## src/rtl/sb_rx_deframer_if.sv

```systemverilog
`default_nettype none
`timescale 1ns/1ps
// ============================================================================
// Module      : sb_rx_deframer_if
// Description : Received-payload bundle from the sideband deframer: data,
//               framing strobes and error reporting.
// Revision    : 1.0 - initial release
// ============================================================================
interface sb_rx_deframer_if;
  logic [7:0] rx_data;
  logic       rx_valid;
  logic       rx_sop;
  logic       rx_eop;
  logic       rx_err;
  logic [1:0] err_code;

  modport master (
    output rx_data,
    output rx_valid,
    output rx_sop,
    output rx_eop,
    output rx_err,
    output err_code
  );

  modport slave (
    input rx_data,
    input rx_valid,
    input rx_sop,
    input rx_eop,
    input rx_err,
    input err_code
  );
endinterface
`default_nettype wire

```

## src/rtl/sb_rx_deframer.sv

```systemverilog
`default_nettype none
`timescale 1ns/1ps
// ============================================================================
// Module      : sb_rx_deframer
// Description : Serial sideband receiver: bit-level byte assembly, DLE/STX
//               frame hunting, DLE de-stuffing and one-deep payload release.
//               Optional CRC-16 check selected by macro SB_RX_CRC_EN.
// Revision    : 1.0 - initial release
// ============================================================================
module sb_rx_deframer #(
  parameter int MAX_LEN = 64
) (
  input  logic             sb_clk,
  input  logic             rst,
  input  logic             enable,
  input  logic             sbrx,
  sb_rx_deframer_if.master rx
);

  localparam int               c_CNT_W    = $clog2(MAX_LEN + 1);
  localparam logic [7:0]       c_dle      = 8'hFE;
  localparam logic [7:0]       c_stx      = 8'h05;
  localparam logic [7:0]       c_etx      = 8'h40;
  localparam logic [1:0]       c_err_stop = 2'd0;
  localparam logic [1:0]       c_err_seq  = 2'd1;
  localparam logic [1:0]       c_err_ovf  = 2'd2;
  localparam logic [1:0]       c_err_crc  = 2'd3;
  localparam logic [c_CNT_W-1:0] c_max_cnt = c_CNT_W'(MAX_LEN);
  localparam logic [c_CNT_W-1:0] c_one     = c_CNT_W'(1);
`ifdef SB_RX_CRC_EN
  localparam logic [c_CNT_W-1:0] c_min_len = c_CNT_W'(3);
`else
  localparam logic [c_CNT_W-1:0] c_min_len = c_CNT_W'(1);
`endif

  typedef enum logic [1:0] {
    B_IDLE = 2'd0,
    B_DATA = 2'd1,
    B_STOP = 2'd2
  } bit_state_e;

  typedef enum logic [1:0] {
    F_IDLE = 2'd0,
    F_DLE  = 2'd1,
    F_PAY  = 2'd2,
    F_ESC  = 2'd3
  } frame_state_e;

  bit_state_e   r_bstate;
  logic [2:0]   r_bitcnt;
  logic [7:0]   r_shift;
  logic         r_hold;
  logic         r_byte_rdy;
  logic         r_stop_err;

  frame_state_e r_fstate;
  logic [c_CNT_W-1:0] r_count;
  logic [7:0]   r_held;
  logic         r_held_vld;
  logic         r_first;

  logic         r_em_vld;
  logic [7:0]   r_em_data;
  logic         r_em_sop;
  logic         r_em_eop;
  logic         r_em_err;
  logic [1:0]   r_em_code;

  logic         w_stx;
  logic         w_pay;
  logic         w_etx;
  logic         w_seq;
  logic         w_ovf;
  logic         w_accept;
  logic         w_crc_bad;

  // Byte assembly; r_shift stays stable until the next start bit has been
  // sampled, which is after the frame stage has consumed it.
  always_ff @(posedge sb_clk or negedge rst) begin
    if (!rst) begin
      r_bstate   <= B_IDLE;
      r_bitcnt   <= 3'd0;
      r_shift    <= 8'h00;
      r_hold     <= 1'b0;
      r_byte_rdy <= 1'b0;
      r_stop_err <= 1'b0;
    end else if (!enable) begin
      r_bstate   <= B_IDLE;
      r_bitcnt   <= 3'd0;
      r_shift    <= 8'h00;
      r_hold     <= 1'b0;
      r_byte_rdy <= 1'b0;
      r_stop_err <= 1'b0;
    end else begin
      r_byte_rdy <= 1'b0;
      r_stop_err <= 1'b0;
      case (r_bstate)
        B_IDLE: begin
          if (!sbrx) begin
            r_bstate <= B_DATA;
            r_bitcnt <= 3'd0;
          end
        end
        B_DATA: begin
          r_shift  <= {sbrx, r_shift[7:1]};
          r_bitcnt <= r_bitcnt + 3'd1;
          if (r_bitcnt == 3'd7) begin
            r_bstate <= B_STOP;
          end
        end
        B_STOP: begin
          if (r_hold) begin
            if (sbrx) begin
              r_hold   <= 1'b0;
              r_bstate <= B_IDLE;
            end
          end else if (sbrx) begin
            r_byte_rdy <= 1'b1;
            r_bstate   <= B_IDLE;
          end else begin
            r_stop_err <= 1'b1;
            r_hold     <= 1'b1;
          end
        end
        default: r_bstate <= B_IDLE;
      endcase
    end
  end

  always_comb begin
    w_stx = 1'b0;
    w_pay = 1'b0;
    w_etx = 1'b0;
    w_seq = 1'b0;
    if (r_byte_rdy) begin
      case (r_fstate)
        F_DLE: w_stx = (r_shift == c_stx);
        F_PAY: w_pay = (r_shift != c_dle);
        F_ESC: begin
          w_pay = (r_shift == c_dle);
          w_etx = (r_shift == c_etx);
          w_seq = (r_shift != c_dle) && (r_shift != c_etx);
        end
        default: ;
      endcase
    end
  end

  assign w_ovf    = w_pay && (r_count == c_max_cnt);
  assign w_accept = w_pay && !w_ovf;

`ifdef SB_RX_CRC_EN
  logic [15:0] r_crc;

  function automatic logic [15:0] crc16_byte(input logic [15:0] crc, input logic [7:0] d);
    logic [15:0] c;
    c = crc;
    for (int i = 7; i >= 0; i--) begin
      if (c[15] ^ d[i]) c = {c[14:0], 1'b0} ^ 16'h8005;
      else              c = {c[14:0], 1'b0};
    end
    return c;
  endfunction

  always_ff @(posedge sb_clk or negedge rst) begin
    if (!rst) begin
      r_crc <= 16'hFFFF;
    end else if (!enable || w_stx) begin
      r_crc <= 16'hFFFF;
    end else if (w_accept) begin
      r_crc <= crc16_byte(r_crc, r_shift);
    end
  end

  // The trailing CRC bytes are folded in too, so a clean frame leaves zero.
  assign w_crc_bad = (r_crc != 16'h0000);
`else
  assign w_crc_bad = 1'b0;
`endif

  // Frame stage: decides what the byte means and stages the output event.
  always_ff @(posedge sb_clk or negedge rst) begin
    if (!rst) begin
      r_fstate   <= F_IDLE;
      r_count    <= '0;
      r_held     <= 8'h00;
      r_held_vld <= 1'b0;
      r_first    <= 1'b0;
      r_em_vld   <= 1'b0;
      r_em_data  <= 8'h00;
      r_em_sop   <= 1'b0;
      r_em_eop   <= 1'b0;
      r_em_err   <= 1'b0;
      r_em_code  <= 2'd0;
    end else if (!enable) begin
      r_fstate   <= F_IDLE;
      r_count    <= '0;
      r_held     <= 8'h00;
      r_held_vld <= 1'b0;
      r_first    <= 1'b0;
      r_em_vld   <= 1'b0;
      r_em_data  <= 8'h00;
      r_em_sop   <= 1'b0;
      r_em_eop   <= 1'b0;
      r_em_err   <= 1'b0;
      r_em_code  <= 2'd0;
    end else begin
      r_em_vld  <= 1'b0;
      r_em_sop  <= 1'b0;
      r_em_eop  <= 1'b0;
      r_em_err  <= 1'b0;
      r_em_code <= 2'd0;
      if (r_stop_err) begin
        r_fstate   <= F_IDLE;
        r_held_vld <= 1'b0;
        r_em_err   <= 1'b1;
        r_em_code  <= c_err_stop;
      end else if (r_byte_rdy) begin
        case (r_fstate)
          F_IDLE: begin
            if (r_shift == c_dle) r_fstate <= F_DLE;
          end
          F_DLE: begin
            if (w_stx) begin
              r_fstate   <= F_PAY;
              r_count    <= '0;
              r_held_vld <= 1'b0;
              r_first    <= 1'b1;
            end else if (r_shift != c_dle) begin
              r_fstate <= F_IDLE;
            end
          end
          F_PAY, F_ESC: begin
            if (w_ovf) begin
              r_fstate   <= F_IDLE;
              r_held_vld <= 1'b0;
              r_em_err   <= 1'b1;
              r_em_code  <= c_err_ovf;
            end else if (w_accept) begin
              r_fstate <= F_PAY;
              if (r_held_vld) begin
                r_em_vld  <= 1'b1;
                r_em_data <= r_held;
                r_em_sop  <= r_first;
                r_first   <= 1'b0;
              end
              r_held     <= r_shift;
              r_held_vld <= 1'b1;
              r_count    <= r_count + c_one;
            end else if (w_etx) begin
              r_fstate   <= F_IDLE;
              r_held_vld <= 1'b0;
              if (r_count < c_min_len) begin
                r_em_err  <= 1'b1;
                r_em_code <= c_err_seq;
              end else begin
                r_em_vld  <= 1'b1;
                r_em_data <= r_held;
                r_em_sop  <= r_first;
                r_em_eop  <= 1'b1;
                r_first   <= 1'b0;
                if (w_crc_bad) begin
                  r_em_err  <= 1'b1;
                  r_em_code <= c_err_crc;
                end
              end
            end else if (w_seq) begin
              r_fstate   <= F_IDLE;
              r_held_vld <= 1'b0;
              r_em_err   <= 1'b1;
              r_em_code  <= c_err_seq;
            end else begin
              r_fstate <= F_ESC;
            end
          end
          default: r_fstate <= F_IDLE;
        endcase
      end
    end
  end

  always_ff @(posedge sb_clk or negedge rst) begin
    if (!rst) begin
      rx.rx_data  <= 8'h00;
      rx.rx_valid <= 1'b0;
      rx.rx_sop   <= 1'b0;
      rx.rx_eop   <= 1'b0;
      rx.rx_err   <= 1'b0;
      rx.err_code <= 2'd0;
    end else if (!enable) begin
      rx.rx_data  <= 8'h00;
      rx.rx_valid <= 1'b0;
      rx.rx_sop   <= 1'b0;
      rx.rx_eop   <= 1'b0;
      rx.rx_err   <= 1'b0;
      rx.err_code <= 2'd0;
    end else begin
      rx.rx_data  <= r_em_data;
      rx.rx_valid <= r_em_vld;
      rx.rx_sop   <= r_em_sop;
      rx.rx_eop   <= r_em_eop;
      rx.rx_err   <= r_em_err;
      rx.err_code <= r_em_code;
    end
  end

endmodule
`default_nettype wire

```

## src/flat_wrapper.sv

```systemverilog
// flat-port wrapper written by rule: the top's interface ports become plain ports
module sb_rx_deframer_flat 
#(
  parameter int MAX_LEN = 64
)
  (sb_clk, rst, enable, sbrx, rx_rx_data, rx_rx_valid, rx_rx_sop, rx_rx_eop, rx_rx_err, rx_err_code);
  sb_rx_deframer_if rx_i ();
  input  logic sb_clk;
  input  logic rst;
  input  logic enable;
  input  logic sbrx;
  output wire logic [$bits(rx_i.rx_data)-1:0] rx_rx_data;
  output wire logic [$bits(rx_i.rx_valid)-1:0] rx_rx_valid;
  output wire logic [$bits(rx_i.rx_sop)-1:0] rx_rx_sop;
  output wire logic [$bits(rx_i.rx_eop)-1:0] rx_rx_eop;
  output wire logic [$bits(rx_i.rx_err)-1:0] rx_rx_err;
  output wire logic [$bits(rx_i.err_code)-1:0] rx_err_code;
  assign rx_rx_data = rx_i.rx_data;
  assign rx_rx_valid = rx_i.rx_valid;
  assign rx_rx_sop = rx_i.rx_sop;
  assign rx_rx_eop = rx_i.rx_eop;
  assign rx_rx_err = rx_i.rx_err;
  assign rx_err_code = rx_i.err_code;
  sb_rx_deframer #(.MAX_LEN(MAX_LEN)) u_core (.sb_clk(sb_clk), .rst(rst), .enable(enable), .sbrx(sbrx), .rx(rx_i));
endmodule
```

## config.mk

```make
export PLATFORM = sky130hd
export DESIGN_NAME = sb_rx_deframer_flat
export DESIGN_NICKNAME = d
export VERILOG_FILES = /design/src/rtl/sb_rx_deframer_if.sv /design/src/rtl/sb_rx_deframer.sv /design/src/flat_wrapper.sv
export SDC_FILE = /design/constraint.sdc
export NUM_CORES = 1
export LEC_CHECK = 0
export CORE_AREA = 2 2 77 64
export CTS_BUF_LIST = sky130_fd_sc_hd__clkbuf_4 sky130_fd_sc_hd__clkbuf_8
export DETAILED_ROUTE_END_ITERATION = 10
export DIE_AREA = 0 0 79 66
export GPL_ROUTABILITY_DRIVEN = 0
export HOLD_SLACK_MARGIN = 0.03
export MAX_ROUTING_LAYER = met4
export PLACE_DENSITY = 0.95
export REMOVE_ABC_BUFFERS = 1
export SLEW_MARGIN = 10
export SYNTH_ARGS = -nofsm -noshare
export SYNTH_HDL_FRONTEND = slang
export SYNTH_SLANG_ARGS = --single-unit
export TNS_END_PERCENT = 100
```

## constraint.sdc

```tcl
create_clock -name sb_clk -period 2.9 [get_ports sb_clk]
set_input_delay 0.58 -clock sb_clk [delete_from_list [all_inputs] [get_ports sb_clk]]
set_output_delay 0.58 -clock sb_clk [all_outputs]
set_load 0.1 [all_outputs]
```

# --- Word level (Yosys, flattened, before mapping) ---
# Index checks and enable logic that the tools add are counted.
word_totals:
  ff_bits: 63
  inputBits: 4
  out_inout_bits: 14
  elab_cells: 208
op_classes:
  add_sub_neg: 2
  order_cmp: 1
  n_eq_ne: 39
  mux: 128
  n_reduce_logical: 15
op_table:
  columns: ["cell", "n"]
  rows:
  - ["8-bit 2-to-1 mux", 18]
  - ["1-bit 2-to-1 mux", 73]
  - ["2-bit 2-to-1 mux", 22]
  - ["7-bit 2-to-1 mux", 6]
  - ["3-bit by 2-bit != test with 1-bit output (second input constant)", 5]
  - ["7-bit case mux with 2 select lines", 1]
  - ["3-bit by 1-bit != test with 1-bit output (second input constant)", 4]
  - ["4-bit by 2-bit != test with 1-bit output (second input constant)", 3]
  - ["2-bit case mux with 3 select lines", 2]
  - ["2-bit by 1-bit != test with 1-bit output (second input constant)", 5]
  - ["3-bit != test (second input constant)", 3]
  - ["8-bit by 3-bit equality test with 1-bit output (second input constant)", 1]
  - ["8-bit by 7-bit equality test with 1-bit output (second input constant)", 1]
  - ["8-bit equality test (second input constant)", 1]
  - ["4-bit by 3-bit != test with 1-bit output (second input constant)", 2]
  - ["8-bit by 7-bit != test with 1-bit output (second input constant)", 1]
  - ["8-bit != test (second input constant)", 1]
  - ["8-bit AND reduction", 1]
  - ["7-bit by 1-bit adder with 7-bit output (second input constant)", 1]
  - ["7-bit equality test (second input constant)", 1]
  - ["7-bit by 1-bit less-than comparator with 1-bit output (second input constant)", 1]
  - ["7-bit by 2-bit != test with 1-bit output (second input constant)", 1]
  - ["7-bit AND reduction", 1]
  - ["2-bit equality test (second input constant)", 3]
  - ["other kinds (18)", 27]

# --- Logic depth before layout (Yosys ltp) ---
# Gate-level depths: netlist of run 1.
depth:
  ltp_word: 12
  ltp_mapped: 7

# --- Worst setup path before layout of run 1 ---
# OpenSTA, ideal clock, no wires.
synth_path:
  kind: "input-to-reg"
  start: "input port enable"
  end: "register u_core.r_count[5]"
  setup_time_ns: 0.066
  arrival_ns: 1.632
  setup_slack_ns: 1.202
  path_stages: 6
  cell_sequence: "clkbuf_2 -> and2_2 -> buf_2 -> nand2_1 -> o41ai_1 -> o31a_1"
synth_via:
  elab_chain_cells: 2
synth_lines:
  columns: ["item", "line", "text"]
  rows:
  - ["start, declared", "flat_wrapper.sv:10", "input logic enable;"]
  - ["3-bit by 2-bit != test with 1-bit output (no line), or another cell as far along", null, null]
  - ["6-bit AND reduction (no line)", null, null]
  - ["end signal, assigned", "sb_rx_deframer.sv:249", "r_count <= r_count + c_one;"]
  - ["end, declared", "sb_rx_deframer.sv:57", "logic [c_CNT_W-1:0] r_count;"]
# Parallel ways exist; a longest one is shown, timed or not.
# A chain may end at the register's enable or synchronous reset.

# --- Worst setup path in the final report of run 1 ---
layout_path:
  start: "register u_core.r_fstate[1]"
  end: "register u_core.r_count[1]"
layout_via:
  elab_chain_cells: 8
layout_lines:
  columns: ["item", "line", "text"]
  rows:
  - ["start, declared", "sb_rx_deframer.sv:56", "frame_state_e r_fstate;"]
  - ["start signal, assigned", "sb_rx_deframer.sv:184", "r_fstate <= F_IDLE;"]
  - ["start signal, assigned", "sb_rx_deframer.sv:196", "r_fstate <= F_IDLE;"]
  - ["start signal, assigned", "sb_rx_deframer.sv:214", "r_fstate <= F_IDLE;"]
  - ["2-bit equality test", "sb_rx_deframer.sv:136, sb_rx_deframer.sv:219", null]
  - ["1-bit case mux with 2 select lines", "sb_rx_deframer.sv:136", "case (r_fstate)"]
  - ["1-bit 2-to-1 mux", "sb_rx_deframer.sv:135", "if (r_byte_rdy) begin"]
  - ["1-bit logical AND", "sb_rx_deframer.sv:149", "assign w_ovf = w_pay && (r_count == c_max_cnt);"]
  - ["1-bit logical NOT", "sb_rx_deframer.sv:150", "assign w_accept = w_pay && !w_ovf;"]
  - ["1-bit logical AND", "sb_rx_deframer.sv:150", null]
  - ["3-bit by 2-bit != test with 1-bit output (no line)", null, null]
  - ["6-bit AND reduction (no line)", null, null]
# Parallel ways exist; a longest one is shown, timed or not. The select of a mux whose other input is x is not followed.

==> metrics.md, run 1 <==
| Metric | Value |
|---|---|
| Synth Register Bits | `63` |
| Part of the cycle the worst path needs | `65.6%` |
| Initial antenna violation count | `0` |
| Clk sink count | `63` |
| Nature of the critical path endpoint | `flip-flop` |
| Tightest Pin Transition | `697 ps` |
| Die extent in x | `79 um` |
| RSZ-0062 raised after global routing | `no` |
| DR iter-0 viols | `81` |
| Gr ovfl total | `0` |
| Longest Clk Path Bufs | `2` |
| Starting density of the core | `64.4%` |
| Cells after Synth | `267` |
| Share of post-route cells with drive strength above 1 | `17.6%` |
| Final setup fails | `0` |
| Max H-tree Level | `3` |
| Synthesized area per cell | `10.8 um^2` |
| Root buf cell | `clkbuf_8` |
| Site Rows | `22` |
| Final net count | `299` |
| Register area share after synthesis | `54.9%` |
| Fin Clk Skew | `7.87 ps` |
| Peak Freq | `526 MHz` |
| Postcts setup bufs | `0` |
| Vias in the first global route | `1890` |
| Remaining antenna violation count | `0` |
| Crit path arrival time | `2110 ps` |
| GRT Overall Usage | `23.1%` |
| Skew-Pair Late Insertion Delay | `340 ps` |
| Max FO, Critical Path | `10` |
| Synth cell types | `50` |
| Leak pwr | `1.46 nW` |
| Die area | `5210 um^2` |
| Residual DRC | `0` |
| Fin. max-slew vios | `0` |
| Via count | `2010` |
| Final Critical Period | `1900 ps` |
| # resized after CTS | `0` |
| DR pass1 iterations | `4` |
| Xor and xnor fraction of the mapped netlist area | `0%` |
| Tot Pwr | `1.67 mW` |
| Post-DP HPWL | `3630 um` |
| Relative slew slack | `53.4%` |
| CP startpoint kind | `flip-flop` |
| Synth Area in Simple Gates | `21.3%` |
| Drt wl/cell | `14.3 um` |
| Worst setup path class | `flip-flop to flip-flop` |
| Setup_tns | `0 ps` |
| First-pass GRT wire length | `8650 um` |
| Number of CTS-inserted buffers | `9` |
| CTS tree | `done` |
| Post-CTS Hold Fix Bufs | `0` |
| Routed WL | `5090 um` |
| Dominant cells by area after synthesis | `dfrtp_1 (55%), nand2_1 (5.1%), mux2i_1 (3.5%)` |
| Clock Pin Slew Worst Setup and Hold Paths | `70 ps` |
| Status | `finished, final reports clean` |
| Mux contribution to synthesized area | `3.49%` |
| I/O Pins | `18` |
| Synth top area share | `54.9%` |
| Synth area leader | `dfrtp_1` |
| Routed vias/inst | `5.65` |
| Max cap viols | `0` |
| Post-Synth Adder-Cell Area | `1.74%` |
| Pin count of the biggest net entering global routing | `28` |
| Layout area overhead | `13.7%` |
| Fillers | `321` |
| CORE AREA | `4460 um^2` |
| Final hold vios | `0` |
| Primary FF master, synth | `dfrtp_1` |
| Yosys warns | `0` |
| Post-synth EDFFs | `0` |
| Worst Path Required | `3110 ps` |
| Pwr Density | `510 nW/um^2` |
| Ys async rst share | `100%` |
| Main combinational cell family by area after synthesis | `simple AND/OR/NAND/NOR gates` |
| Die Span Y | `66 um` |
| Synth Cell Area | `2870 um^2` |
| IO buf count | `17` |
| VDD IR max | `0.556 mV` |
| Diode count | `0` |
| Area fraction in compound gates after synthesis | `14.5%` |
| Hold WC Path Type | `input pin to asynchronous set/reset pin` |
synthesized netlist by cell type (all sizes together) (2+ instances only):
cell / number
nor4bb: 2
nand3: 10
nor2b: 12
mux2i: 10
o21ai: 10
and4: 2
nand2b: 3
inv: 20
o31a: 2
a21oi: 8
buf: 3
o31ai: 2
o2bb2ai: 8
ha: 4
a22oi: 2
nand2: 39
o211ai: 2
and2: 9
a21boi: 11
nor3: 7
nand4: 6
clkbuf: 6
nor2: 9
dfrtp: 63
cell families (layout without fill, tap and decap cells):
group	Yosys count	in the layout
buffers and inverters	29	58
flip-flops	63	63
multiplexers	10	10
adder cells (fa/ha/maj)	4	4
AND/OR/NAND/NOR	108	108
AO/OA/AOI/OAI	53	53
sequential cells by signal, indices dropped and copies added, names as in the netlist, 2 cells and up:
name and flops:
u_core.r_em_data 8, u_core.r_bitcnt 3, u_core.r_count 7, u_core.r_em_code 2, u_core.rx.err_code 2, u_core.r_held 8
u_core.r_shift 8, u_core.r_bstate 2, u_core.r_fstate 2, u_core.rx.rx_data 8
routing by layer:
| metal | GRT usage (%) | vias to the layer above | wire, um |
|---|---|---|---|
| li1 | - | 980 | - |
| met1 | 28.9 | 958 | 2340 |
| met2 | 34.9 | 64 | 2320 |
| met3 | 8.20 | 8 | 336 |
| met4 | 9.05 | 0 | 83 |
| met5 | - | - | 0 |
worst paths after layout:
| kind | start | to | slack, ps | depth (start not counted) |
|---|---|---|---|---|
| setup / recovery | u_core.r_fstate[1] | u_core.r_count[1] | 1000 | 5 |
| hold / removal | rst | u_core.rx.rx_data[5] | 110 | 1 |
| setup reg to reg | u_core.r_fstate[1] | u_core.r_count[1] | 1000 | 5 |
| hold reg to reg | u_core.r_em_sop | u_core.rx.rx_sop | 450 | 1 |
| max in group asynchronous | rst | u_core.r_held_vld | 2150 | 2 |
| min in group sb_clk | u_core.r_em_sop | u_core.rx.rx_sop | 450 | 1 |
placed cells by master, fill, tap and decap left out, types with 9 or more instances in the layout:
master	instances
o21ai_0	9
mux2i_1	10
clkbuf_8	9
dfrtp_1	63
inv_1	20
nor2_1	9
nand2_1	39
a21boi_0	11
buf_4	19
nor2b_1	12
power by group:
group	switching (mW)	leakage, nW	internal, mW
sequential	0.00456	0.878	0.882
combinational	0.0379	0.485	0.0152
clock	0.323	0.0994	0.402
total	0.366	1.46	1.30
cell type report:
type | instances | area (um^2) | area share (%)
Clock buffer | 10 | 131 | 4.02
Clock inverter | 6 | 61.3 | 1.88
Inverter | 20 | 75.1 | 2.30
Multi-Input combinational cell | 175 | 1180 | 36.1
Sequential cell | 63 | 1580 | 48.3
Tap cell | 60 | 75.1 | 2.30
Timing Repair Buffer | 22 | 168 | 5.14
worst max-delay path: stages, from the launching register on:
cell	delay, ps
dfrtp_1	490
nor4bb_1	300
nand4_1	250
o211a_1	360
a21oi_1	250
o22ai_1	130
per-stage QoR:
stage	hold slack [ps]	utilization, %	instance area, um^2	cells	worst slack [ps]
global placement	438	68.9	3070	340	814
finish	113	73.2	3260	356	998
floorplan	284	-	2830	258	802
global route	123	73.2	3260	356	830
CTS	113	73.2	3260	356	1050
detailed placement	439	68.9	3070	340	751
Power figures use the tool's default switching activity.
==> inputs of run 2 (changes only) <==
Settings changed: CORE_AREA 2 2 77 64 to 2 2 84 70, DIE_AREA 0 0 79 66 to 0 0 86 72, PLACE_DENSITY 0.95 to 0.86.
Clock period 2.9 ns to 1.6 ns, I/O delays scaled along.
==> run 2 against run 1 <==
Fmax increased by 4.4%. Wire length increased by 42%. First-iteration DRC count increased to 3.5 times the previous value. The flow now finishes with violations (setup timing). Clock-buffer cell count unchanged. Sequential share of layout area decreased by 8.2 points. Hold slack improved by 340 ps. Highest routed layer unchanged.
==> metrics.md, run 2 (synthesis gave the netlist of run 1 again) <==
| Metric | Value |
|---|---|
| Status | `finished, violations left` |
| Failing checks | `setup timing` |
| Pin count of the biggest net entering global routing | `33` |
| Relative slew slack | `67.1%` |
| Routed WL | `7210 um` |
| Commonest non-fill, non-tap cell in the layout | `dfrtp_1` |
| Max FO, Critical Path | `5` |
| R2R depth | `6` |
| RSZ-0062 raised after global routing | `yes` |
| Post-Layout Inst Area | `3940 um^2` |
| Fin. max-slew vios | `0` |
| Via count | `2379` |
| Longest Clk Path Bufs | `2` |
| Pwr Density | `782 nW/um^2` |
| Cells along the critical path | `nand4_1 -> o21ai_4 -> nand3_2 -> buf_6 -> o211ai_1 -> nand3_1` |
| Worst Path Required | `1810 ps` |
| Diode count | `0` |
| Setup_tns | `-3930 ps` |
| I/O Pins | `18` |
| Fin Clk Skew | `14.3 ps` |
| Worst path slowest cell | `dfrtp_1` |
| Starting density of the core | `54.0%` |
| Placed insts | `382` |
| Launching point of the worst reg2reg path | `u_core.r_shift[1]` |
| Worst setup path class | `flip-flop to flip-flop` |
| Die area | `6190 um^2` |
| Tot Pwr | `3.08 mW` |
| Number of CTS-inserted buffers | `9` |
| Clk sink count | `63` |
| Number of buffers and inverters on the critical path | `1` |
| R2R Setup Slk | `-220 ps` |
| Max cap viols | `0` |
| Drt wl/cell | `17.5 um` |
| Max H-tree Level | `3` |
| Final net count | `349` |
| Final setup fails | `26` |
| Site Rows | `24` |
| Final Critical Period | `1820 ps` |
| Most frequent cells in the layout | `dfrtp_1 (62), buf_4 (48), nand2_1 (38), inv_1 (20), buf_12 (15)` |
| DR iter-0 viols | `283` |
| Cell Area, Placed | `3540 um^2` |
| GRT Overall Usage | `24.4%` |
| Peak Freq | `549 MHz` |
| Leak pwr | `1.76 nW` |
| Vias in the first global route | `2324` |
| Skew-Pair Late Insertion Delay | `350 ps` |
| Hold WC Path Type | `input pin to asynchronous set/reset pin` |
| Crit path arrival time | `2030 ps` |
| Clock Pin Slew Worst Setup and Hold Paths | `80 ps` |
| Root buf cell | `clkbuf_8` |
| Layout area overhead | `37.2%` |
| CP startpoint kind | `flip-flop` |
| Part of the cycle the worst path needs | `114%` |
| Post-DP HPWL | `4430 um` |
| Critical path's top delay family | `simple AND/OR/NAND/NOR gates` |
| DR pass1 iterations | `6` |
| CP peak stage delay | `440 ps` |
| Final hold vios | `0` |
| Reg2reg end | `u_core.r_count[4]` |
| Hold_ws | `455 ps` |
| CTS tree | `done` |
| Gr ovfl total | `0` |
| Remaining antenna violation count | `0` |
| Residual DRC | `0` |
| IO buf count | `17` |
| Tightest Pin Transition | `494 ps` |
| Die extent in x | `86 um` |
| Die Span Y | `72 um` |
| Share of post-route cells with drive strength above 1 | `32.7%` |
| First-pass GRT wire length | `11300 um` |
| VDD IR max | `0.836 mV` |
| Fin cells | `411` |
| Initial antenna violation count | `0` |
| Setup slack after layout | `-223 ps` |
| CORE AREA | `5320 um^2` |
| Routed vias/inst | `5.79` |
| Nature of the critical path endpoint | `flip-flop` |
## run 2: layer usage
metal  GRT usage (%)  up-vias  share of wire (%)
met1            30.6     1136                 39
li1                -     1084                  -
met3            6.71       27                7.6
met2            38.5      132                 50
met4            8.29        0                3.0
met5               -        -                  0
## run 2: cell type report
| cell class | instances | area [um^2] |
|---|---|---|
| clock buffers | 10 | 131 |
| fillers | 318 | 1380 |
| clock inverters | 6 | 61.3 |
| inverters | 20 | 75.1 |
| well taps | 65 | 81.3 |
| flip-flops and latches | 63 | 1580 |
| repair buffers | 71 | 741 |
| multi-input cells | 176 | 1270 |
## run 2: worst max path at each step
| stage | from | cells past startpoint | slack (ps) | endpoint |
|---|---|---|---|---|
| 2_1_floorplan | u_core.r_count[0] | 6 | -500 | u_core.r_held[0] |
| 6_report | u_core.r_shift[1] | 6 | -220 | u_core.r_count[4] |
| 3_5_place_dp | enable | 6 | -200 | u_core.r_count[4] |
| 4_1_cts | u_core.r_shift[0] | 6 | -170 | u_core.r_held[2] |
| 5_1_grt | u_core.r_shift[1] | 6 | -290 | u_core.r_count[4] |
| 3_3_place_gp | enable | 6 | -100 | u_core.r_count[4] |
## run 2: where the power goes
part           switching (mW)  total [mW]  leakage [nW]  internal (mW)
Clock                   0.623        1.35        0.0994          0.730
Sequential            0.00708        1.61         0.876           1.60
Combinational          0.0768       0.119         0.782         0.0420
Total                   0.706        3.08          1.76           2.37
## run 2: stage by stage
stage          setup WS [ps]  utilization [%]
6_report                -223             74.1
3_5_place_dp            -201             66.7
2_1_floorplan           -498                -
4_1_cts                 -174             71.8
3_3_place_gp           -96.0             66.7
5_1_grt                 -290             74.1
## run 2: repair_timing
item / 4_1_cts / 5_1_grt
pin swaps: 8 / 8
buffers inserted: 5 / 6
cloned: 1 / 1
endpoints found under the setup margin: 25 / 31
hold buffers: 1 / 0
hold endpoints to repair: 19 / 0
resized for setup: 7 / 18
==> inputs of run 3 (changes only) <==
Settings changed: TNS_END_PERCENT 100 to 30.
==> run 3 against run 2 <==
The flow still finishes with violations (setup timing). Cell area shrank 1.5%. Fmax is 0.94% higher. Hold slack better by 1.6 ps. Clock power barely moved.
==> metrics.md, run 3 (synthesis gave the netlist of run 1 again) <==
| Metric | Value |
|---|---|
| RSZ-0062 raised after global routing | `yes` |
| Fin Clk Skew | `12.4 ps` |
| Diode count | `0` |
| Hold WC Path Type | `flip-flop to flip-flop` |
| CTS tree | `done` |
| Remaining antenna violation count | `0` |
| Final Critical Period | `1810 ps` |
| Residual DRC | `0` |
| First-pass GRT wire length | `11100 um` |
| Die extent in x | `86 um` |
| Setup slack after layout | `-206 ps` |
| Clock Pin Slew Worst Setup and Hold Paths | `70 ps` |
| Final setup fails | `28` |
| Number of buffers and inverters on the critical path | `1` |
| Post-Layout Inst Area | `3880 um^2` |
| Skew-Pair Late Insertion Delay | `350 ps` |
| Part of the cycle the worst path needs | `113%` |
| Layout area overhead | `35.1%` |
| VDD IR max | `0.831 mV` |
| Routed vias/inst | `5.81` |
| Max cap viols | `0` |
| GRT Overall Usage | `24.0%` |
| Die area | `6190 um^2` |
| Number of CTS-inserted buffers | `9` |
| DR pass1 iterations | `5` |
| Fin cells | `405` |
| Post-DP HPWL | `4430 um` |
| Starting density of the core | `54.0%` |
| CP Depth | `6` |
| Nature of the critical path endpoint | `flip-flop` |
| R2R depth | `6` |
| Sequential Area | `1580 um^2` |
| Routed WL | `6810 um` |
| Fillers | `331` |
| CP peak stage delay | `450 ps` |
| Site Rows | `24` |
| Longest Clk Path Bufs | `2` |
| WHS Path Cells | `1` |
| Max H-tree Level | `3` |
| Drt wl/cell | `16.8 um` |
| Crit path arrival time | `2030 ps` |
| Relative slew slack | `66.8%` |
| Final hold vios | `0` |
| Place WS | `-201 ps` |
| Pin count of the biggest net entering global routing | `33` |
| CORE AREA | `5320 um^2` |
| Pwr Density | `794 nW/um^2` |
| Hold_ws | `457 ps` |
| Clk sink count | `63` |
| Gr ovfl total | `0` |
| IO buf count | `17` |
| Die Span Y | `72 um` |
| Initial antenna violation count | `0` |
| Root buf cell | `clkbuf_8` |
| DR iter-0 viols | `187` |
| Worst setup path class | `flip-flop to flip-flop` |
| Status | `finished, violations left` |
| CP startpoint kind | `flip-flop` |
| Commonest non-fill, non-tap cell in the layout | `dfrtp_1` |
| Critical path's top delay family | `simple AND/OR/NAND/NOR gates` |
| Placed insts | `382` |
| Failing checks | `setup timing` |
| Fin. max-slew vios | `0` |
| Cells along the critical path | `and4b_2 -> nand3_4 -> nor4b_2 -> buf_4 -> mux2i_2 -> nor2b_1` |
| Tightest Pin Transition | `498 ps` |
| Worst path slowest cell | `dfrtp_2` |
| Multi-input logic area | `1260 um^2` |
| Max FO, Critical Path | `8` |
| Worst Path Required | `1820 ps` |
| Leak pwr | `1.73 nW` |
| Peak Freq | `554 MHz` |
| Final net count | `343` |
| Most frequent cells in the layout | `dfrtp_1 (60), buf_4 (44), nand2_1 (39), inv_1 (20), buf_12 (15)` |
| Cell Area, Placed | `3540 um^2` |
| Via count | `2352` |
| Vias in the first global route | `2310` |
| I/O Pins | `18` |
| Share of post-route cells with drive strength above 1 | `31.8%` |
## run 3: layout make-up
type                    instances  area share [%]
well taps                      65            2.10
flip-flops and latches         63            40.7
multi-input cells             176            32.5
clock inverters                 6            1.58
inverters                      20            1.94
repair buffers                 65            17.7
clock buffers                  10            3.39
## run 3: path summary, 6_finish.rpt
kind / from / endpoint / slack [ps]
hold reg to reg: u_core.r_em_code[1] / u_core.rx.err_code[1] / 460
hold / removal: u_core.r_em_code[1] / u_core.rx.err_code[1] / 460
setup reg to reg: u_core.r_shift[6] / u_core.r_held[2] / -210
max in group asynchronous: rst / u_core.r_byte_rdy / 560
min in group asynchronous: rst / u_core.r_count[4] / 470
setup / recovery: u_core.r_shift[6] / u_core.r_held[2] / -210
## run 3: through the flow
step | power (mW) | setup TNS [ps] | utilization (%)
after CTS | 3.10 | -2740 | 71.6
after floorplan | 1.67 | -4050 | -
after global routing | 3.19 | -6080 | 73.0
after detailed placement | 1.75 | -3130 | 66.7
final | 3.08 | -3520 | 73.0
after global placement | 1.75 | -1460 | 66.7
## run 3: metal layers
metal	global-route usage [%]	up-vias	routed length, um
met3	8.76	19	480
met5	-	-	0
met2	37.0	118	3420
li1	-	1067	-
met4	8.11	0	204
met1	29.6	1148	2710
## run 3: timing repair
action | in CTS | in global routing
setup buffers | 5 | 0
gates cloned | 0 | 1
endpoints found under the hold margin | 19 | 0
hold buffers | 1 | 0
endpoints found under the setup margin | 25 | 31
pin swaps | 7 | 7
resized for setup | 6 | 15
## run 3: report_power, final
| group | internal [mW] | total (mW) | leakage, nW | switching, mW |
|---|---|---|---|---|
| clock | 0.730 | 1.36 | 0.0994 | 0.626 |
| sequential | 1.60 | 1.61 | 0.873 | 0.00731 |
| combinational | 0.0415 | 0.117 | 0.760 | 0.0750 |
| total | 2.37 | 3.08 | 1.73 | 0.708 |
==> edit 1: new RTL, settings of run 3 <==
`MAX_LEN` is set to 64 in 2 places; all go to 32.
--- a/src/rtl/sb_rx_deframer.sv
+++ b/src/rtl/sb_rx_deframer.sv
@@ -8,7 +8,7 @@
 // Revision    : 1.0 - initial release
 // ============================================================================
 module sb_rx_deframer #(
-  parameter int MAX_LEN = 64
+  parameter int MAX_LEN = 32
 ) (
   input  logic             sb_clk,
   input  logic             rst,
--- a/src/flat_wrapper.sv
+++ b/src/flat_wrapper.sv
@@ -1,7 +1,7 @@
 // flat-port wrapper written by rule: the top's interface ports become plain ports
 module sb_rx_deframer_flat 
 #(
-  parameter int MAX_LEN = 64
+  parameter int MAX_LEN = 32
 )
   (sb_clk, rst, enable, sbrx, rx_rx_data, rx_rx_valid, rx_rx_sop, rx_rx_eop, rx_rx_err, rx_err_code);
   sb_rx_deframer_if rx_i ();
Function: no difference found for any inputs over 10 cycles, from zero or initial values and one cycle with rst low; that may be too few to reach the edited logic, so the function may still have changed.
==> edit 1 against run 3 <==
The flow still finishes with violations (setup timing). Via count shrank 6.0%. Cell area down 4.3%. Critical path depth unchanged. Total power is 0.44% lower. Routed wire length fell by 8.2%. Sequential cell count down 1. Non-clock buffer count fell by 4. Area after synthesis shrank 6.3%. Synthesized cell count decreased by 8.6%. Worst setup slack got worse by 0.027 ns. Core utilization down 3.1 points. Critical path type unchanged. Critical endpoint is now u_core.r_em_data[4]$_DFFE_PN0P_. Largest power group unchanged.
==> edit 1: results (changes against run 3) <==
endpoint of the most critical setup path - u_core.r_em_data[4]$_DFFE_PN0P_
number of vias per cell - 5.821 (+0.23%)
status - finished with violations
vias in the first global route - 2180 (-5.6%)
DRT Wirelength - 6253 um (-8.2%)
start of the worst register-to-register path - u_core.r_shift[0]$_DFFE_PN0P_
worst r2r dst - u_core.r_em_data[4]$_DFFE_PN0P_
compound-gate portion of the synthesized area - 16.98% (+2.5 points)
adder and majority cell fraction of the synthesized area - 2.699% (+0.96 points)
Critical Path Slowest Stage Cell - sky130_fd_sc_hd__or3_4
Detailed Routing Iterations Pass 1 - 4 (-1)
clk_skew - 0.007464 ns (-0.004893 ns)
synth top area cells - sky130_fd_sc_hd__dfrtp_1 58%, sky130_fd_sc_hd__and2_1 4.4%, sky130_fd_sc_hd__nand2_1 4.0%, sky130_fd_sc_hd__a21boi_0 3.4%, sky130_fd_sc_hd__a32o_1 3.0%
number of nets in the final layout - 319 (-7.0%)
Arrival @ worst endpoint - 2.06 ns (+0.03 ns)
peak supply drop - 0.0007265 V (-13%)
pin count of the biggest net entering global routing - 63 (+91%)
largest fanout on the critical path - 5 (-3)
# setup viols final - 26 (-7.1%)
global-route total usage across every layer - 22.96% (-1.0 points)
final critical-path setup slack - -0.2329 ns (-0.02702 ns)
HPWL after DPL - 4053 um (-8.6%)
violations in the final reports - setup timing
switch share - 22.92% (-0.079 points)
share of layout cells above drive strength 1 - 32.06% (+0.30 points)
count of different cell masters after synthesis - 40 (-20%)
Iter 0 DRT Violations - 176 (-5.9%)
startpoint of the tightest hold check path - u_core.r_em_sop$_DFF_PN0_
mux contribution to synthesized area - 0.4188% (-3.1 points)
global-route wire length before repair - 10470 um (-5.7%)
==> edit 1: cell types whose count changed after synthesis, moves of 6 or more <==
cell / change
sky130_fd_sc_hd__and2_1: +11
sky130_fd_sc_hd__mux2i_1: -10
sky130_fd_sc_hd__nand2_1: -10
sky130_fd_sc_hd__a22o_1: +9
sky130_fd_sc_hd__a32o_1: +8
sky130_fd_sc_hd__inv_1: -8
sky130_fd_sc_hd__o2bb2ai_1: -8
sky130_fd_sc_hd__nor2b_1: -7
sky130_fd_sc_hd__a31oi_1: +6
==> edit 1: layout make-up <==
type | count | area, um^2
Fill cell | 371 | 1602
Multi-Input combinational cell | 164 | 1180
Sequential cell | 62 | 1551
Clock buffer | 10 | 131.4
Inverter | 12 | 45.04
Tap cell | 65 | 81.33
Timing Repair Buffer | 61 | 661.9
Clock inverter | 6 | 62.56
==> edit 1: per-layer routing <==
metal	routed length, um	track usage (%)
met1	2616	28.08
met2	3101	35.83
met3	492	8.646
met4	43	6.878
met5	0	-
==> edit 1: cells by family after synthesis <==
| family | Yosys count |
|---|---|
| multiplexers | 1 |
| AND/OR/NAND/NOR | 96 |
| flip-flops | 62 |
| AO/OA/AOI/OAI | 60 |
| adder cells (fa/ha/maj) | 6 |
| buffers and inverters | 19 |
==> edit 1: critical path: cells and delay by family, from the launching register on <==
family,cells,cell delay (ns)
simple gates,3,0.87
buf+inv,1,0.15
compound gates,2,0.32
flops,1,0.38
==> edit 1: stage by stage <==
stage | cell area, um^2 | worst slack [ns] | hold slack (ns) | instances | total power (W)
2_1_floorplan | 2648 | -0.2022 | 0.02441 | 237 | 0.001661
3_3_place_gp | 3347 | -0.1757 | 0.3451 | 359 | 0.001745
3_5_place_dp | 3347 | -0.2775 | 0.3544 | 359 | 0.001751
4_1_cts | 3654 | -0.1789 | 0.4569 | 380 | 0.003086
5_1_grt | 3714 | -0.2540 | 0.4800 | 380 | 0.003201
6_report | 3714 | -0.2329 | 0.4551 | 380 | 0.003065
==> edit 1: what timing repair did <==
| item | in CTS | in global routing |
|---|---|---|
| pin swaps | 18 | 15 |
| setup buffers | 4 | 0 |
| gates resized for setup | 15 | 15 |
| endpoints found under the hold margin | 62 | 0 |
| cloned | 1 | 0 |
| setup endpoints to repair | 26 | 30 |
| hold buffers | 1 | 0 |
==> edit 1: power by group through the flow <==
stage	clock [W]	sequential, W	combinational (W)
floorplan	0	0.00162	0.0000460
global placement	0	0.00162	0.000130
detailed placement	0	0.00162	0.000136
CTS	0.00136	0.00159	0.000139
global route	0.00145	0.00159	0.000160
finish	0.00133	0.00159	0.000143
==> edit 2: new RTL, flow settings as in run 3 <==
Made on the original files. Re-encode `bit_state_e` (3 states) as one-hot, 3 bits wide.
--- a/src/rtl/sb_rx_deframer.sv
+++ b/src/rtl/sb_rx_deframer.sv
@@ -33,10 +33,10 @@
   localparam logic [c_CNT_W-1:0] c_min_len = c_CNT_W'(1);
 `endif
 
-  typedef enum logic [1:0] {
-    B_IDLE = 2'd0,
-    B_DATA = 2'd1,
-    B_STOP = 2'd2
+  typedef enum logic [2:0] {
+    B_IDLE = 3'b001,
+    B_DATA = 3'b010,
+    B_STOP = 3'b100
   } bit_state_e;
 
   typedef enum logic [1:0] {
Behaviour: same outputs for any inputs over 10 cycles, from zero or initial values and one cycle with rst low; not proved beyond that.
==> edit 2 against run 3 <==
The flow still finishes with violations (setup timing). Core utilization is 2.4 points higher. Clock power increased by 4%. Worst setup slack got worse by 0.23 ns. Global-route usage up 0.97 points. Via count grew 2.8%. Sequential share of layout area is 0.73 points lower. Die area stayed put. Cell area grew 3.4%. Cell count rose by 2.2%. Sequential cell count increased by 1. Area after synthesis rose by 2.2%. Routed wire length shrank 0.48%. Total power is 2.5% higher. Critical path type unchanged.
==> edit 2: results (changes against run 3) <==
status - finished with violations
violations in the final reports - setup timing
final critical-path setup slack - -0.4344 ns (-0.2286 ns)
layout sequential cell count - 64 (+1.6%)
Iter 0 DRT Violations - 286 (+53%)
vias in the first global route - 2415 (+4.5%)
number of fillers in the final layout - 328 (-0.91%)
number of vias per cell - 5.843 (+0.61%)
clock network area share - 5.119% (+0.15 points)
sequential area share after synthesis - 54.65% (-0.28 points)
M1 wire length - 2891 um (+6.6%)
grt met1 use - 31.26% (+1.7 points)
pin count of the biggest net entering global routing - 65 (+97%)
met2 Use GR - 37.90% (+0.95 points)
# setup viols final - 32 (+14%)
DRT Wirelength - 6779 um (-0.48%)
global-route wire length before repair - 11470 um (+3.4%)
total placed cells including tap cells - 397 (+3.9%)
global-route total usage across every layer - 24.97% (+0.97 points)
peak supply drop - 0.0006969 V (-16%)
synth top area cells - sky130_fd_sc_hd__dfrtp_1 54%, sky130_fd_sc_hd__mux2i_1 8.2%, sky130_fd_sc_hd__nand2_1 5.1%, sky130_fd_sc_hd__and2_1 2.6%, sky130_fd_sc_hd__nor2b_1 2.3%
total negative setup slack - -8.824 ns (-5.305 ns)
Detailed Routing Iterations Pass 1 - 4 (-1)
Crit. Startpoint - u_core.r_count[2]$_DFFE_PN0P_
post-detailed-route wirelength per cell - 16.37 um (-2.6%)
total net switching power - 0.0007240 W (+2.3%)
Syn Inst Count - 275 (+3.0%)
number of signal-net buffers in the layout - 69 (+6.2%)
Critical Path Slowest Stage Cell - sky130_fd_sc_hd__or4_4
sequential fraction of total cell area - 40.01% (-0.73 points)
start of the worst register-to-register path - u_core.r_count[2]$_DFFE_PN0P_
top-area cell type share of the netlist area - 53.75% (-1.2 points)
list of most frequent post-synthesis cells - 63 x sky130_fd_sc_hd__dfrtp_1, 40 x sky130_fd_sc_hd__nand2_1, 24 x sky130_fd_sc_hd__mux2i_1
share of layout cells above drive strength 1 - 30.37% (-1.4 points)
## edit 2: cell count changes after synthesis, sizes merged, moves of 5 or more
cell / run 3 / this run
a21boi: 11 / 2
a21oi: 8 / 2
a31oi: 1 / 6
inv: 20 / 14
mux2i: 10 / 24
nand3: 10 / 4
o21ai: 10 / 4
o2bb2ai: 8 / 0
## edit 2: stage by stage
step	util, %	setup slack (ns)	total power [W]	instance area, um^2
after floorplan	-	-0.4721	0.001690	2884
after global placement	69.21	-0.4560	0.001771	3679
after detailed placement	69.21	-0.5353	0.001775	3679
after CTS	74.51	-0.4245	0.003188	3960
after global routing	75.42	-0.4888	0.003277	4009
final	75.42	-0.4344	0.003157	4009
## edit 2: what timing repair did
action,4_1_cts,5_1_grt
hold buffers,1,0
buffers inserted,0,0
endpoints found under the setup margin,32,35
pin swaps,5,5
endpoints found under the hold margin,63,0
gates resized for setup,15,12
## edit 2: path summary, 6_finish.rpt
| kind | depth (start not counted) | to |
|---|---|---|
| setup / recovery | 5 | u_core.r_em_data[1]$_DFFE_PN0P_ |
| hold / removal | 1 | u_core.rx.rx_eop$_DFF_PN0_ |
| setup reg to reg | 5 | u_core.r_em_data[1]$_DFFE_PN0P_ |
| hold reg to reg | 1 | u_core.rx.rx_eop$_DFF_PN0_ |
| max in group asynchronous | 3 | u_core.r_bstate[0]$_DFFE_PN1P_ |
| min in group asynchronous | 3 | u_core.r_em_data[1]$_DFFE_PN0P_ |
## edit 2: cells by family (layout without fill, tap and decap cells)
kind of cell,Yosys count,in the layout,share of synthesized area (%)
compound gates,39,39,9.941
xor+xnor,1,1,0.2987
fa+ha+maj,5,5,2.048
buf+inv,25,99,3.455
flops,64,64,54.65
mux,24,24,8.191
simple gates,117,117,21.42
